### src/rtl/lamp_driver.sv
// Registered traffic-light lamp driver: per-lamp steady/blink from a free-running
// prescaler, with a latched A/B conflict fault that forces a flashing fail-safe pattern.
module lamp_driver #(
  parameter int                       NUM_LAMPS  = 7,
  parameter int                       BLINK_DIV  = 25000000,
  parameter logic [NUM_LAMPS-1:0]     CONFLICT_A = NUM_LAMPS'(7'b0000100),
  parameter logic [NUM_LAMPS-1:0]     CONFLICT_B = NUM_LAMPS'(7'b1100000),
  parameter logic [NUM_LAMPS-1:0]     FAULT_MASK = NUM_LAMPS'(7'b0001001)
) (
  input  logic                 clk,
  input  logic                 rst_n,
  input  logic [NUM_LAMPS-1:0] signal,
  input  logic [NUM_LAMPS-1:0] blink_en,
  input  logic                 clear_fault,
  output logic [NUM_LAMPS-1:0] lamp,
  output logic                 fault,
  output logic                 phase
);

  localparam int               CNT_W   = $clog2(BLINK_DIV);
  localparam logic [CNT_W-1:0] CNT_MAX = CNT_W'(BLINK_DIV - 1);

  typedef enum logic {
    ST_NORMAL = 1'b0,
    ST_FAULT  = 1'b1
  } state_e;

  state_e               state_q, state_d;
  logic [CNT_W-1:0]     cnt_q, cnt_d;
  logic                 phase_q, phase_d;
  logic [NUM_LAMPS-1:0] lamp_q, lamp_d;
  logic                 conflict;
  logic                 cnt_wrap;

  // NOTE: every signal assigned here gets a default first, so no path leaves it
  // unassigned and no latch is inferred.
  always_comb begin
    conflict = (|(signal & CONFLICT_A)) && (|(signal & CONFLICT_B));

    state_d = state_q;
    if (state_q == ST_NORMAL) begin
      if (conflict) state_d = ST_FAULT;
    end else begin
      // A clear that arrives while the conflict persists is dropped, not remembered.
      if (clear_fault && !conflict) state_d = ST_NORMAL;
    end

    // Select on the next state so a conflicting request never reaches the pins.
    if (state_d == ST_FAULT) lamp_d = FAULT_MASK & {NUM_LAMPS{phase_q}};
    else                     lamp_d = signal & (~blink_en | {NUM_LAMPS{phase_q}});

    cnt_wrap = (cnt_q == CNT_MAX);
    cnt_d    = cnt_wrap ? '0 : cnt_q + CNT_W'(1);
    phase_d  = phase_q ^ cnt_wrap;
  end

  // NOTE: sequential state uses non-blocking assignments so every register
  // samples pre-edge values regardless of statement order.
  always_ff @(posedge clk or negedge rst_n) begin
    if (!rst_n) begin
      state_q <= ST_NORMAL;
      cnt_q   <= '0;
      phase_q <= 1'b1;
      lamp_q  <= '0;
    end else begin
      state_q <= state_d;
      cnt_q   <= cnt_d;
      phase_q <= phase_d;
      lamp_q  <= lamp_d;
    end
  end

  assign lamp  = lamp_q;
  assign fault = (state_q == ST_FAULT);
  assign phase = phase_q;

endmodule
### config.mk
export PLATFORM = sky130hd
export DESIGN_NAME = lamp_driver
export DESIGN_NICKNAME = d
export VERILOG_FILES = /design/src/rtl/lamp_driver.sv
export SDC_FILE = /design/constraint.sdc
export NUM_CORES = 1
export LEC_CHECK = 0
export BUFFER_PORTS_ARGS = -buffer_cell sky130_fd_sc_hd__buf_2
export CORE_ASPECT_RATIO = 1.75
export CORE_MARGIN = 2
export CORE_UTILIZATION = 30
export CTS_CLUSTER_SIZE = 20
export DETAILED_ROUTE_END_ITERATION = 10
export PLACE_DENSITY = 0.54
export RECOVER_POWER = 100
export REMOVE_ABC_BUFFERS = 1
export SLEW_MARGIN = 20
export SYNTH_ARGS = -nofsm -noshare
export SYNTH_HDL_FRONTEND = slang
export SYNTH_SLANG_ARGS = --single-unit
### constraint.sdc
create_clock -name clk -period 2.3 [get_ports clk]
set_input_delay 0.345 -clock clk [delete_from_list [all_inputs] [get_ports clk]]
set_output_delay 0.345 -clock clk [all_outputs]
set_load 0.01 [all_outputs]
# [Word level (Yosys, flattened, before mapping)]
# Cells that the tools add are included.
[word_totals] out_inout_bits=9 word_cells=19 register_bits=34 in_bits=17
[op_classes] n_bitwise=4 n_mux=5 n_eq_ne=1 n_reduce_logical=4 n_addsub=1
[ops] operator="adder 25 x 1 -> 25 bit (second input constant)" n=1
[ops] operator="== test 25 bit (second input constant)" n=1
[ops] operator="two-way mux 25 bit" n=1
[ops] operator="AND 7 bit" n=1
[ops] operator="two-way mux 7 bit" n=1
[ops] operator="inverter 7 bit" n=1
[ops] operator="OR 7 bit" n=1
[ops] operator="two-way mux 1 bit" n=3
[ops] operator="logical AND 1 bit" n=2
[ops] operator="OR reduction 2 bit" n=1
[ops] operator="zero test 1 bit" n=1
[ops] operator="XOR 1 bit" n=1

# [Depth between registers and ports, before layout]
# Gate-level depths: netlist of run 1.
[depth] word_depth=7 depth_mapped=6 ltp_nobuf=5

# [Least setup slack after synthesis of run 1]
# Ideal clock, no wire load.
[synth_path] path_type="register to register" startpoint="register cnt_q[0]" endpoint="register cnt_q[11]" setup_ns=0.132 n_path_buf=1 arrival_ns=1.658 required_ns=2.168 period_less_slack_ns=1.790 setup_slack_ns=0.510 stages_incl_launch_ff=7 cell_sequence="dfrtp_1 ha_1 and3_1 nand3_1 nor3_2 clkbuf_1 nor2_1"
[synth_between] elab_chain_cells=2 elab_cells_between_ends=3 classes_between="add/sub (1); eq/ne (1); mux (1)"
[synth_rtl] element="start: declaration" line="29" source="logic [CNT_W-1:0] cnt_q, cnt_d;"
[synth_rtl] element="start signal: assignment" line="67" source="cnt_q <= cnt_d;"
[synth_rtl] element="adder 25 x 1 -> 25 bit / == test 25 bit (equally long branches)" line="53, 52"
[synth_rtl] element="two-way mux 25 bit *" line="53" source="cnt_d = cnt_wrap ? '0 : cnt_q + CNT_W'(1);"
[synth_rtl] element="net cnt_d[11]" line="29"
# The timed path passes the listed nets; every way through them passes the cells marked *.

# [Final worst setup path of run 1]
[layout_path] startpoint="register cnt_q[6]" endpoint="register cnt_q[18]"
# Same word-level chain as after synthesis.

==> results of run 1 <==
-- cells by family after synthesis --
logic type / after synthesis / share of synthesized area (%)
xor+xnor: 15 / 8.03
simple gates: 72 / 27.0
compound gates: 27 / 8.88
fa+ha+maj: 1 / 0.765
buf+inv: 14 / 3.21
flops: 34 / 52.1
-- layer usage --
metal	part of all wire [%]	up-vias	routed length [um]
met2	56	13	1940
met3	1.6	9	55
met4	3.3	0	114
met1	39	602	1380
li1	-	641	-
met5	0	-	0
-- critical path: cells and delay by family (launching register included) --
family / cells / cell delay [ns]
AND/OR/NAND/NOR: 3 / 1.28
flip-flops: 1 / 0.44
AO/OA/AOI/OAI: 1 / 0.14
-- path summary, 6_finish.rpt --
| kind | from | end | cells past startpoint |
|---|---|---|---|
| max | cnt_q[6]$_DFF_PN0_ | cnt_q[18]$_DFF_PN0_ | 4 |
| min | signal[1] | lamp[1]$_DFF_PN0_ | 3 |
| max reg2reg | cnt_q[6]$_DFF_PN0_ | cnt_q[18]$_DFF_PN0_ | 4 |
| min reg2reg | cnt_q[0]$_DFF_PN0_ | cnt_q[0]$_DFF_PN0_ | 1 |
| max in group asynchronous | rst_n | cnt_q[19]$_DFF_PN0_ | 1 |
| min in group asynchronous | rst_n | cnt_q[10]$_DFF_PN0_ | 1 |
-- flip-flops by register name, summed over array words and instances, names as in the netlist --
| name | cells |
|---|---|
| lamp | 7 |
| cnt_q | 25 |
| phase | 1 |
| fault | 1 |
-- layout make-up --
| cell class | instances | share of cell area, % |
|---|---|---|
| Clock inverter | 2 | 0.531 |
| Tap cell | 55 | 3.65 |
| Multi-Input combinational cell | 115 | 38.1 |
| Inverter | 10 | 1.99 |
| Clock buffer | 6 | 3.85 |
| Sequential cell | 34 | 45.2 |
| Timing Repair Buffer | 27 | 6.70 |
-- cell usage after synthesis, drive strengths merged --
| library cell | number |
|---|---|
| o21ai | 16 |
| clkbuf | 3 |
| and4 | 4 |
| nor2b | 1 |
| nor4b | 2 |
| dfrtp | 33 |
| xnor2 | 7 |
| nand3b | 2 |
| ha | 1 |
| and3 | 4 |
| xor2 | 8 |
| nor3b | 1 |
| dfstp | 1 |
| a21oi | 8 |
| nand2 | 7 |
| and2 | 1 |
| or3 | 5 |
| inv | 10 |
| o22a | 2 |
| nand3 | 9 |
| nor2 | 18 |
| nand4 | 7 |
| nand4b | 2 |
| buf | 1 |
| nor4 | 3 |
| or4 | 3 |
| o21bai | 1 |
| nor3 | 3 |
-- through the flow --
step                      instances  setup slack [ns]
after floorplan                 159             0.516
after global placement          241             0.525
after detailed placement        241             0.488
after CTS                       249             0.465
after global routing            249             0.203
final                           249             0.353
-- report_power, final --
part | total (mW) | switching [mW] | internal (mW) | leakage, nW
clock | 0.421 | 0.211 | 0.210 | 0.0450
sequential | 0.608 | 0.00235 | 0.606 | 0.451
combinational | 0.0483 | 0.0307 | 0.0177 | 0.367
==> results.py, run 1 <==
metrics = {
    "status": {
        "outcome": "complete, but fails checks",
        "violations": "max-capacitance violations, max-slew violations",
    },
    "timing": {
        "fin_crit_ns": 1.95,
        "fmax_mhz": 514,
        "worst_hold_slack_ns": 0.283,
        "worst_slew_pin_slew_ns": 1.81,
        "fin_setup_tns_ns": 0,
        "drv_slew": 35,
        "final-setup-viol-count": 0,
        "hold_viol_final": 0,
        "timing.final.crit_share_pct": 84.7,
        "slew_headroom_pct": -21.0,
        "skew_ns": 0.00616,
        "rsz0062_at_grt": "false",
    },
    "cts": {
        "clockRootBuffer": "clkbuf_8",
        "cts_num_sinks": 34,
        "cts_made_buffers": 5,
        "cts_resized": 0,
        "clk_pin_slew_ns": 0.07,
        "clockBufferDepth": 2,
        "cts_tree": "yes",
        "insertion_delay_ns": 0.28,
        "ctsHoldBuffers": 0,
        "cts_max_level": 2,
        "post-cts-setup-buffers": 0,
    },
    "global_routing": {
        "grt_pass1_vias": 1183,
        "grt_max_degree": 35,
        "use_met2_pct": 21.3,
        "grt_antenna_before_repair": 0,
        "overflow": 0,
        "grt_util_met1_pct": 14.1,
        "grtUsageTotal_pct": 12.6,
        "grtUsageMet3_pct": 2.68,
        "busiest_layer": "met2",
        "grt_pass1_wl_um": 5700,
    },
    "cells_and_area": {
        "area_delta_synth_final_pct": 15.3,
        "final_nets": 211,
        "final_util_pct": 35.9,
        "finish.instance_area_mm2": 0.00189,
        "fill_cells": 570,
        "multi_input_area_um2": 718,
        "diodes": 0,
        "drive_above_1_share_pct": 15.5,
        "mostFrequentLayoutCells": "dfrtp_1, nor2_1, o21ai_0, buf_2",
        "mostFrequentLayoutCell": "dfrtp_1",
        "seqCellArea_um2": 852,
    },
    "setup_path": {
        "cp_slowest_cell": "or4_1",
        "crit_arrival_ns": 2.15,
        "path_max_fanout": 9,
        "path_cells": "nand3_1 > or4_1 > or3_1 > a21oi_1",
        "max_stage_delay_ns": 0.65,
        "end_kind": "flip-flop",
        "required_ns": 2.50,
        "critical_path_class": "reg -> reg",
        "critPathLaunchType": "flip-flop",
        "r2r_slack_ns": 0.35,
    },
    "synthesis": {
        "synth_area_leaders": "dfrtp_1, o21ai_0, xor2_1, nor2_1, xnor2_1",
        "ys_seq_elements": 34,
        "synth_area_leader_cell": "dfrtp_1",
        "ys_types": 35,
        "yosysTopAreaCellShare_pct": 50.5,
        "synth_seq_area_share_pct": 52.1,
        "yosysWarnings": 0,
        "syn-instance-count": 163,
        "syn_area_mm2": 0.00164,
        "syn-mean-instance-area_um2": 10.0,
    },
    "place": {
        "portBuffers": 25,
        "place_area_mm2": 0.00183,
        "dp_hpwl_um": 2540,
        "place.gp.congestion": 0.762,
    },
    "floorplanning": {
        "start_util_pct": 31.1,
        "ios": 26,
        "dieArea_mm2": 0.00608,
        "die-width_um": 59.8,
        "rows": 35,
        "die_y_um": 102,
        "core_mm2": 0.00526,
    },
    "min_path": {
        "hold_class": "in -> reg",
    },
    "power_and_ir_drop": {
        "vdd_drop_max_mv": 0.400,
        "total_power_mw": 1.08,
        "powerDensity_mw_per_mm2": 571,
        "leakage_nw": 0.862,
    },
    "route": {
        "dr.first_iter.drc_count": 24,
        "drc": 0,
        "firstDrtPassIters": 5,
        "num_vias": 1265,
        "drt_wl_total_um": 3490,
        "drt-wirelength-per-cell_um": 14.0,
        "viasPerCell": 5.08,
        "postRouteAntennaNets": 0,
    },
    "flow_run": {
        "maxCapViolCount": 1,
    },
}
No activity file was read; power rests on OpenSTA's default activity.
==> run 2, diff against run 1 <==
==> constraint.sdc (replaced) <==
create_clock -name clk -period 2 [get_ports clk]
set_input_delay 0.3 -clock clk [delete_from_list [all_inputs] [get_ports clk]]
set_output_delay 0.3 -clock clk [all_outputs]
set_load 0.01 [all_outputs]
==> results.py, run 2 (synthesis results as in run 1) <==
metrics = {
    "floorplanning": {
        "start_util_pct": 31.1,
        "die_y_um": 102,
        "dieArea_mm2": 0.00608,
        "core_mm2": 0.00526,
        "die-width_um": 59.8,
        "ios": 26,
        "rows": 35,
    },
    "place": {
        "portBuffers": 25,
        "place_area_mm2": 0.00184,
        "place_ws_ns": 0.158,
        "place_inst": 242,
        "dp_hpwl_um": 2590,
        "place.gp.congestion": 0.764,
    },
    "cts": {
        "insertion_delay_ns": 0.29,
        "clockRootBuffer": "clkbuf_8",
        "clockBufferDepth": 2,
        "clk_pin_slew_ns": 0.07,
        "cts_made_buffers": 5,
        "post-cts-setup-buffers": 0,
        "cts_num_sinks": 34,
        "cts_tree": "yes",
        "ctsHoldBuffers": 0,
        "cts_max_level": 2,
        "cts_resized": 0,
    },
    "cells_and_area": {
        "regMostFlops": "cnt_q",
        "largest_register_ffs": 25,
        "seqCellArea_um2": 852,
        "multi_input_area_um2": 721,
        "finish.instance_area_mm2": 0.00190,
        "stdcell_count": 250,
        "mostFrequentLayoutCell": "dfrtp_1",
        "fill_cells": 551,
        "area_delta_synth_final_pct": 16.1,
        "drive_above_1_share_pct": 16.4,
        "final_nets": 212,
        "diodes": 0,
        "mostFrequentLayoutCells": "dfrtp_1, nor2_1, o21ai_0, buf_2",
    },
    "route": {
        "dr.first_iter.drc_count": 24,
        "drt-wirelength-per-cell_um": 14.2,
        "num_vias": 1274,
        "drt_wl_total_um": 3540,
        "drc": 0,
        "routed-wl-met3_um": 91,
        "drt-met1-wl_um": 1340,
        "wl_met2_um": 1990,
        "viasPerCell": 5.10,
        "highest_layer": "met4",
        "postRouteAntennaNets": 0,
        "firstDrtPassIters": 4,
    },
    "power_and_ir_drop": {
        "leakage_nw": 0.872,
        "powerDensity_mw_per_mm2": 652,
        "vdd_drop_max_mv": 0.336,
    },
    "timing": {
        "fmax_mhz": 534,
        "worst_hold_slack_ns": 0.237,
        "fin_crit_ns": 1.87,
        "worst_slack_ns": 0.127,
        "timing.final.crit_share_pct": 93.7,
        "skew_ns": 0.00611,
        "slew_headroom_pct": -19.5,
        "rsz0062_at_grt": "false",
        "hold_viol_final": 0,
        "worst_slew_pin_slew_ns": 1.79,
        "fin_setup_tns_ns": 0,
        "drv_slew": 35,
        "final-setup-viol-count": 0,
    },
    "global_routing": {
        "grt_pass1_wl_um": 5910,
        "grt_max_degree": 35,
        "grt_antenna_before_repair": 0,
        "overflow": 0,
        "grtUsageTotal_pct": 13.1,
        "grt_pass1_vias": 1238,
    },
    "flow_run": {
        "maxCapViolCount": 1,
    },
    "setup_path": {
        "end_kind": "flip-flop",
        "crit_arrival_ns": 2.08,
        "path_max_fanout": 9,
        "critical_path_class": "reg -> reg",
        "critPathLaunchType": "flip-flop",
        "required_ns": 2.21,
        "max_stage_delay_ns": 0.63,
        "cp_slowest_cell": "or4_4",
        "path_cells": "nand3_1 > or4_4 > or3_1 > a21oi_1",
    },
    "min_path": {
        "hold_class": "in -> reg",
    },
    "status": {
        "violations": "max-capacitance violations, max-slew violations",
        "outcome": "complete, but fails checks",
    },
}
==> run 2: cell count changes in the layout (fill, tap and decap cells not counted) <==
cell      previous run  this run
nor3_2               1         0
clkbuf_2             1         0
or4_1                2         0
buf_4                1         3
or4_4                0         2
nor3_1               2         3
==> run 2: report_power, final <==
group          switching [mW]  leakage, nW  total [mW]  internal (mW)
sequential            0.00269        0.451       0.699          0.697
clock                   0.241       0.0450       0.482          0.241
combinational          0.0351        0.376      0.0554         0.0203
==> run 2: worst paths after layout <==
path	slack [ns]	end	startpoint	depth (start not counted)
min in group asynchronous	0.48	cnt_q[10]$_DFF_PN0_	rst_n	1
max reg2reg	0.13	cnt_q[18]$_DFF_PN0_	cnt_q[6]$_DFF_PN0_	4
max	0.13	cnt_q[18]$_DFF_PN0_	cnt_q[6]$_DFF_PN0_	4
min reg2reg	0.51	cnt_q[0]$_DFF_PN0_	cnt_q[0]$_DFF_PN0_	1
min	0.24	lamp[4]$_DFF_PN0_	signal[4]	3
max in group asynchronous	0.47	cnt_q[7]$_DFF_PN0_	rst_n	1
==> run 2: final cells by class <==
type                    count  area share, %
clock buffers               6           3.82
clock inverters             2          0.527
inverters                  10           1.98
multi-input cells         115           38.0
flip-flops and latches     34           44.9
well taps                  55           3.63
repair buffers             28           7.19
==> run 2: worst max-delay path: cells and delay by family (launching register included) <==
kind,cells,cell delay [ns]
AO/OA/AOI/OAI,1,0.14
flip-flops,1,0.42
AND/OR/NAND/NOR,3,1.25
==> run 2: through the flow <==
| stage | power (mW) | util (%) |
|---|---|---|
| after floorplan | 0.732 | - |
| after global placement | 0.773 | 35.0 |
| after detailed placement | 0.773 | 35.0 |
| after CTS | 1.26 | 36.5 |
| after global routing | 1.30 | 36.1 |
| final | 1.24 | 36.1 |
==> run 2: routing by layer <==
layer | vias up | track usage (%)
met5 | - | 0
met4 | 0 | 7.18
met3 | 8 | 2.68
met2 | 20 | 22.6
met1 | 608 | 14.5
li1 | 638 | -
